File: config.mk
export PLATFORM = sky130hd
export DESIGN_NAME = frame_sequencer
export DESIGN_NICKNAME = d
export VERILOG_FILES = /design/src/rtl/frame_sequencer.sv
export SDC_FILE = /design/constraint.sdc
export NUM_CORES = 1
export LEC_CHECK = 0
export ABC_CLOCK_PERIOD_IN_PS = 1760
export CAP_MARGIN = 20
export CORE_MARGIN = 5
export CORE_UTILIZATION = 56
export CTS_BUF_LIST = sky130_fd_sc_hd__clkbuf_4 sky130_fd_sc_hd__clkbuf_8
export CTS_CLUSTER_SIZE = 25
export DETAILED_ROUTE_END_ITERATION = 6
export PLACE_DENSITY = 0.84
export SYNTH_ARGS = -nofsm -noshare
export SYNTH_HDL_FRONTEND = slang
export SYNTH_SLANG_ARGS = --single-unit
File: constraint.sdc
create_clock -name clk -period 1.76 [get_ports clk]
set_input_delay 0.352 -clock clk [delete_from_list [all_inputs] [get_ports clk]]
set_output_delay 0.352 -clock clk [all_outputs]
set_load 0.02 [all_outputs]
File: src/rtl/frame_sequencer.sv
`default_nettype none
// ============================================================================
//  Module   : frame_sequencer
//  Purpose  : APU frame sequencer. A clock divider produces a terminal count
//             every STEP_CYCLES clocks. Each terminal count advances a 4- or
//             5-step sequence that emits quarter/half-frame pulses and an
//             optional frame interrupt.
//  Revision : 1.0 - initial release
// ============================================================================
module frame_sequencer #(
    parameter int CLKRATE   = 2_000_000,
    parameter int FRAMERATE = 240
) (
    input  logic       clk,
    input  logic       rst,
    input  logic       cfg_we,
    input  logic [1:0] cfg_data,
    input  logic       irq_ack,
    output logic       quarter_frame,
    output logic       half_frame,
    output logic       irq,
    output logic [2:0] step,
    output logic       mode
);

    localparam int STEP_CYCLES = CLKRATE / FRAMERATE;
    localparam int DIV_W       = $clog2(STEP_CYCLES);
    localparam logic [DIV_W-1:0] c_div_last = DIV_W'(STEP_CYCLES - 1);

    logic [DIV_W-1:0] r_div;
    logic [2:0]       r_step;
    logic             r_mode;
    logic             r_inhibit;
    logic             r_irq;
    logic             r_qf;
    logic             r_hf;

    logic             w_tc;
    logic [DIV_W-1:0] w_div_nxt;
    logic [2:0]       w_step_nxt;
    logic             w_q;
    logic             w_h;
    logic             w_irq_set;

    assign w_tc = (r_div == c_div_last);

    // Decode the divider wrap and the pulses/step advance owed at the end of
    // the current step; only meaningful when a terminal count occurs.
    always_comb begin
        w_div_nxt  = r_div + 1'b1;
        w_step_nxt = r_step;
        w_q        = 1'b0;
        w_h        = 1'b0;
        w_irq_set  = 1'b0;
        if (w_tc) begin
            w_div_nxt = '0;
            case (r_step)
                3'd0: w_q = 1'b1;
                3'd1: begin
                    w_q = 1'b1;
                    w_h = 1'b1;
                end
                3'd2: w_q = 1'b1;
                3'd3: begin
                    // Step 3 is silent in 5-step mode.
                    if (!r_mode) begin
                        w_q       = 1'b1;
                        w_h       = 1'b1;
                        w_irq_set = !r_inhibit;
                    end
                end
                3'd4: begin
                    w_q = 1'b1;
                    w_h = 1'b1;
                end
                default: begin
                    w_q = 1'b0;
                end
            endcase
            // Wrap on the last step of the active sequence length; the >=
            // keeps the step bounded even from an unexpected value.
            if (r_mode ? (r_step >= 3'd4) : (r_step >= 3'd3)) begin
                w_step_nxt = 3'd0;
            end else begin
                w_step_nxt = r_step + 3'd1;
            end
        end
    end

    // State register: reset beats a config write, which beats the terminal
    // count, so a write landing on a TC cycle restarts the sequence cleanly.
    always_ff @(posedge clk) begin
        if (rst) begin
            r_div     <= '0;
            r_step    <= 3'd0;
            r_mode    <= 1'b0;
            r_inhibit <= 1'b0;
            r_irq     <= 1'b0;
            r_qf      <= 1'b0;
            r_hf      <= 1'b0;
        end else if (cfg_we) begin
            r_div     <= '0;
            r_step    <= 3'd0;
            r_mode    <= cfg_data[1];
            r_inhibit <= cfg_data[0];
            // Entering 5-step mode clocks the units once immediately.
            r_qf      <= cfg_data[1];
            r_hf      <= cfg_data[1];
            // Clearing inhibit leaves a pending interrupt untouched.
            if (cfg_data[0] || irq_ack) begin
                r_irq <= 1'b0;
            end
        end else begin
            r_div  <= w_div_nxt;
            r_step <= w_step_nxt;
            r_qf   <= w_q;
            r_hf   <= w_h;
            // A set on the same cycle as an acknowledge wins.
            if (w_irq_set) begin
                r_irq <= 1'b1;
            end else if (irq_ack) begin
                r_irq <= 1'b0;
            end
        end
    end

    assign quarter_frame = r_qf;
    assign half_frame    = r_hf;
    assign irq           = r_irq;
    assign step          = r_step;
    assign mode          = r_mode;

endmodule
`default_nettype wire
==> out/metrics.csv, run 1 <==
stage,metric,value,unit
status,status,completed,
floorplan,core area,1760,µm²
cells_and_area,Antenna diodes,0,
drt,WL per Instance,13.4,µm
flow_run,Max-Cap Viols,0,
synth,Post-synth EDFFs,0,
clocking,worst skew pair latency,0.30,ns
global_route,GRT overflow,0,
sta,final hold viol count,0,
sta,"Min Clock Period, post-route",1.71,ns
synth,Syn Area/Cell,9.21,µm²
clocking,clock buffer depth,2,
worst_setup_path,Worst Path Arrival,1.36,ns
floorplan,DIE AREA,2880,µm²
clocking,TritonCTS clock tree,done,
worst_setup_path,Setup CP Type,flop to output pin,
cells_and_area,"most common cell after layout, fill and taps aside",dfxtp_1,
clocking,hold_buf cts,0,
drt,routed via count,868,
floorplan,row count,15,
sta,RSZ-0062 raised after global routing,no,
sta,Max-slew headroom,0.757,
clocking,H-tree depth,1,
sta,"Period Utilization, post-route",0.973,
drt,# DRC,0,
floorplan,# IOs,13,
synth,"area leader, netlist",dfxtp_1,
sta,Worst Tran Pin Value,0.364,ns
synth,Gate Count Post-Synth,116,
cells_and_area,"commonest non-fill, non-tap cells in the layout","dfxtp_1, nor2_1, xor2_1",
floorplan,Die H,53.7,µm
synth,"FF+latch count, synth",22,
drt,DRT Wirelength,2140,µm
clocking,number of setup buffers added after CTS,0,
synth,"top cells by area, synth","dfxtp_1, xor2_1, ha_1",
cells_and_area,share of cells above drive strength 1,0.112,
clocking,Num CTS Buffers,3,
sta,fin. max-slew vios,0,
worst_setup_path,startpoint type of the worst setup path,flop,
place,Post-DP HPWL,1630,µm
clocking,Sink Count,22,
worst_setup_path,critical path's largest stage delay,0.63,ns
clocking,Clock Pin Slew Worst Setup and Hold Paths,0.11,ns
worst_setup_path,worst path required time,1.41,ns
floorplan,Initial Utilization,0.606,
synth,ys flop type,dfxtp_1,
synth,asr flop ratio synth,0,
pwr,total power,0.828,mW
min_path,Hold Path Class,flop to flop,
worst_setup_path,Top delay family on crit path,buffers and inverters,
pwr,maximum VDD drop,0.634,mV
synth,share of the synthesized area in the top cell type,0.412,
drt,vias per cell,5.46,
global_route,number of global-route vias before repair,917,
worst_setup_path,worst path bufs/invs,1,
sta,final setup violation count,0,
floorplan,die span in x,53.7,µm
clocking,CTS root buf,clkbuf_4,
global_route,initial antenna violation count,0,
sta,worst hold slack,0.483,ns
drt,DR iter-0 viols,19,
worst_setup_path,critical-path maximum fanout,4,
synth,post-synthesis sequential area ratio,0.412,
synth,Mapped Nets,129,
global_route,first-pass GRT wire length,3620,µm
worst_setup_path,CP max stage cell,clkdlybuf4s50_1,
place,# port buffers,12,
global_route,largest net degree at the start of global routing,14,
synth,Mapped Area,1070,µm²
cells_and_area,Syn-to-layout area delta,20.5,%
global_route,GRT Util Overall,0.174,
sta,Highest Clock Rate,584,MHz
synth,library cells used by synthesis,33,
cells_and_area,# fillers,150,
worst_setup_path,crit-path cells,clkdlybuf4s50_1,
cells_and_area,Nets,148,
pwr,pwr dens,643,nW/µm²
sta,setup TNS,0,ns
worst_setup_path,critical path capture point type,output pin,
synth,total number of yosys warnings,0,
pwr,leak pwr,0.515,nW
drt,DRT Pass-1 Iters,4,
drt,Antenna Nets Post-Route,0,
place,gpl congestion,0.807,
sta,clk_skew,0.00169,ns
[logic make-up (layout without fill, tap and decap cells)]
family / count (synthesis) / after routing / share of synthesized area
and+or+nand+nor: 53 / 53 / 0.299
xor gates and xnor gates: 12 / 12 / 0.0984
DFF: 22 / 22 / 0.412
AOI/OAI and AO/OA: 13 / 13 / 0.0773
adders and majority gates: 7 / 7 / 0.0820
buffers and inverters: 9 / 27 / 0.0316
[per-layer routing]
layer | up-vias | global-route usage | part of all wire | wire length, µm
li1 | 433 | - | - | -
met1 | 404 | 0.197 | 0.42 | 899
met2 | 23 | 0.298 | 0.51 | 1090
met3 | 8 | 0.0609 | 0.043 | 91
met4 | 0 | 0.0596 | 0.027 | 58
met5 | - | 0 | 0 | 0
[layout make-up]
cell class | count | area (µm²) | area share
sequential | 22 | 440 | 0.342
timing repair buffer | 18 | 166 | 0.129
inverter | 5 | 18.8 | 0.0146
tap | 25 | 31.3 | 0.0243
clock buffer | 4 | 36.3 | 0.0282
multi-input combinational | 85 | 594 | 0.462
[flip-flops by register name (all words and copies together) (netlist names)]
name and flops:
step 3, r_div 14, irq 1, half_frame 1, mode 1, r_inhibit 1
quarter_frame 1
[cell usage after synthesis, types with 3 or more instances]
master,instances
a21oi_1,6
and2_1,4
and3_1,3
clkbuf_1,4
dfxtp_1,22
ha_1,7
inv_1,5
nand2_1,7
nand3_1,4
nand4_1,4
nor2_1,16
xor2_1,11
[stage by stage]
step	utilization	area (µm²)	std cells	setup WS, ns
5_1_grt	0.730	1290	159	0.00366
3_3_place_gp	0.709	1250	155	0.160
6_report	0.730	1290	159	0.0477
2_1_floorplan	-	1070	116	0.0895
4_1_cts	0.728	1280	159	0.00930
3_5_place_dp	0.709	1250	155	0.123
[report_power, final]
part,switching (mW),internal (mW),leakage [nW],total [mW]
Combinational,0.0231,0.0251,0.316,0.0483
Clock,0.144,0.126,0.0210,0.271
Sequential,0.00459,0.504,0.178,0.509
[path summary, 6_finish.rpt]
check                       from                   end  slack [ns]  depth (start not counted)
max            mode$_SDFFE_PP0P_                  mode        0.05                          1
min          r_div[0]$_SDFF_PP0_   r_div[0]$_SDFF_PP0_        0.48                          1
max reg2reg  r_div[0]$_SDFF_PP0_  step[0]$_SDFFE_PP0P_        0.14                          6
min reg2reg  r_div[0]$_SDFF_PP0_   r_div[0]$_SDFF_PP0_        0.48                          1
[what timing repair did]
action / in CTS / in global routing
gates resized for setup: 1 / 1
gates cloned: 0 / 0
setup endpoints to repair: 1 / 1
Power figures use the tool's default switching activity.
==> run 2: changes to the inputs <==
- CORE_MARGIN: 5 -> 2
- CORE_UTILIZATION: 56 -> 44
- PLACE_DENSITY: 0.84 -> 0.69
==> run 2 against run 1 <==
Sequential power about the same. Setup slack improved by 0.018 ns. Non-clock buffer count increased by 1. Via count decreased by 2.5%. Sequential share of layout area decreased by 0.067 points. Clock power decreased by 18%. Fmax increased by 1.0%. Count of clock-buffer cells in the layout decreased by 1. Utilization decreased by 16 points. Combinational power about the same.
==> out/metrics.csv, run 2 (same netlist as run 1, synthesis figures left out) <==
stage,metric,value,unit,change
status,status,completed,,
sta,"Period Utilization, post-route",0.963,,-0.0100
clocking,Sink Count,22,,unchanged
floorplan,Die H,53.3,µm,-0.75%
worst_setup_path,worst path bufs/invs,1,,unchanged
drt,Antenna Nets Post-Route,0,,unchanged
sta,worst setup margin,0.0654,ns,+0.0177 ns
pwr,leak pwr,0.519,nW,+0.78%
clocking,TritonCTS clock tree,done,,
clocking,worst skew pair latency,0.30,ns,about the same
clocking,clock buffer depth,2,,unchanged
worst_setup_path,worst path required time,1.41,ns,about the same
sta,setup TNS,0,ns,unchanged
cells_and_area,max reg flops,14,,unchanged
drt,DRT Wirelength,2030,µm,-5.1%
floorplan,# IOs,13,,unchanged
cells_and_area,share of cells above drive strength 1,0.119,,+0.00746
sta,Max-slew headroom,0.750,,-0.00752
worst_setup_path,Setup CP Type,flop to output pin,,
cells_and_area,most flop-heavy register,r_div,,
cells_and_area,Nets,149,,+0.68%
global_route,number of global-route vias before repair,753,,-18%
drt,DRT Pass-1 Iters,4,,unchanged
floorplan,Initial Utilization,0.474,,-0.132
pwr,total internal power,0.609,mW,-7.1%
sta,final hold viol count,0,,unchanged
drt,routed via count,846,,-2.5%
floorplan,row count,17,,+2
floorplan,core area,2250,µm²,+28%
place,Post-DP HPWL,1500,µm,-7.7%
floorplan,DIE AREA,2840,µm²,-1.5%
clocking,CTS root buf,clkbuf_4,,
pwr,switching portion of total power,0.217,,+0.00890
worst_setup_path,critical-path maximum fanout,5,,+1
global_route,met2 usage,0.237,,-0.0618
worst_setup_path,startpoint type of the worst setup path,flop,,
pwr,Comb power frac,0.062,,+0.004
sta,final setup violation count,0,,unchanged
global_route,largest net degree at the start of global routing,14,,unchanged
worst_setup_path,CP max stage cell,clkdlybuf4s50_1,,
pwr,pwr dens,603,nW/µm²,-6.3%
global_route,initial antenna violation count,0,,unchanged
global_route,GR Layer Usage met1,0.214,,+0.0166
cells_and_area,"most common cell after layout, fill and taps aside",dfxtp_1,,
worst_setup_path,critical path's largest stage delay,0.63,ns,about the same
flow_run,Max-Cap Viols,0,,unchanged
place,gpl congestion,0.758,,-6.1%
sta,Highest Clock Rate,590,MHz,+1.0%
pwr,clock share of power,0.285,,-0.042
sta,Worst Tran Pin Value,0.374,ns,+0.0107 ns
drt,vias per cell,5.22,,-4.3%
cells_and_area,Syn-to-layout area delta,20.7,%,
pwr,maximum VDD drop,0.391,mV,-38%
global_route,GRT overflow,0,,unchanged
sta,"Min Clock Period, post-route",1.69,ns,-0.0177 ns
cells_and_area,"commonest non-fill, non-tap cells in the layout","dfxtp_1, nor2_1, xor2_1",,
sta,RSZ-0062 raised after global routing,no,,
clocking,number of setup buffers added after CTS,0,,unchanged
worst_setup_path,Worst Path Arrival,1.34,ns,-0.02 ns
clocking,Num CTS Buffers,3,,unchanged
global_route,first-pass GRT wire length,3270,µm,-9.7%
worst_setup_path,Top delay family on crit path,buffers and inverters,,
cells_and_area,# fillers,229,,+53%
floorplan,die span in x,53.3,µm,-0.75%
place,# port buffers,12,,unchanged
clocking,H-tree depth,1,,unchanged
drt,DR iter-0 viols,8,,-11
worst_setup_path,crit-path cells,clkdlybuf4s50_1,,
sta,clk_skew,0.00892,ns,+0.00724 ns
global_route,GRT busiest layer,met2,,
clocking,Clock Pin Slew Worst Setup and Hold Paths,0.12,ns,about the same
global_route,GR Layer Usage met3,0.0254,,-0.0355
sta,worst hold slack,0.469,ns,-0.0141 ns
worst_setup_path,critical path capture point type,output pin,,
min_path,Hold Path Class,flop to flop,,
pwr,sequential power share,0.653,,+0.038
drt,WL per Instance,12.5,µm,-6.8%
sta,fin. max-slew vios,0,,unchanged
place,worst slack at placement,0.118,ns,-0.00485 ns
cells_and_area,final core occ,0.572,,-0.158
pwr,Switch Pwr,0.168,mW,-2.0%
drt,# DRC,0,,unchanged
cells_and_area,Antenna diodes,0,,unchanged
global_route,GRT Util Overall,0.160,,-0.0133
==> run 2: final cells by class <==
type,count,area [µm²],area share
Multi-Input combinational cell,85,599,0.465
Sequential cell,22,440,0.341
Timing Repair Buffer,19,174,0.135
Tap cell,28,35.0,0.0272
Clock buffer,3,22.5,0.0175
Inverter,5,18.8,0.0145
==> run 2: per-layer routing <==
layer	wire (µm)	vias up
met1	967	391
li1	-	437
met4	48	0
met3	50	5
met5	0	-
met2	959	13
==> run 2: power by group through the flow <==
| stage | logic [mW] | registers, mW | clock network [mW] |
|---|---|---|---|
| 5_1_grt | 0.0525 | 0.509 | 0.251 |
| 4_1_cts | 0.0484 | 0.508 | 0.234 |
| 2_1_floorplan | 0.0169 | 0.523 | 0 |
| 6_report | 0.0483 | 0.508 | 0.221 |
| 3_5_place_dp | 0.0484 | 0.519 | 0 |
| 3_3_place_gp | 0.0476 | 0.519 | 0 |
==> run 2: metrics by stage <==
step | instances | power (mW) | cell area [µm²]
2_1_floorplan | 116 | 0.540 | 1070
3_3_place_gp | 159 | 0.567 | 1260
3_5_place_dp | 159 | 0.568 | 1260
4_1_cts | 162 | 0.791 | 1280
5_1_grt | 162 | 0.813 | 1290
6_report | 162 | 0.777 | 1290
==> run 2: worst paths after layout <==
kind                             start                   to  slack, ns  depth (start not counted)
setup / recovery  step[2]$_SDFFE_PP0P_              step[2]       0.07                          1
hold / removal     r_div[0]$_SDFF_PP0_  r_div[0]$_SDFF_PP0_       0.47                          1
setup reg to reg   r_div[0]$_SDFF_PP0_     irq$_SDFFE_PP0P_       0.12                          6
hold reg to reg    r_div[0]$_SDFF_PP0_  r_div[0]$_SDFF_PP0_       0.47                          1
==> run 2: repair_timing <==
| item | CTS | global route |
|---|---|---|
| hold buffers | 0 | 0 |
| gates cloned | 0 | 0 |
| gates resized for setup | 1 | 2 |
| setup endpoints to repair | 1 | 2 |
| pin swaps | 0 | 0 |
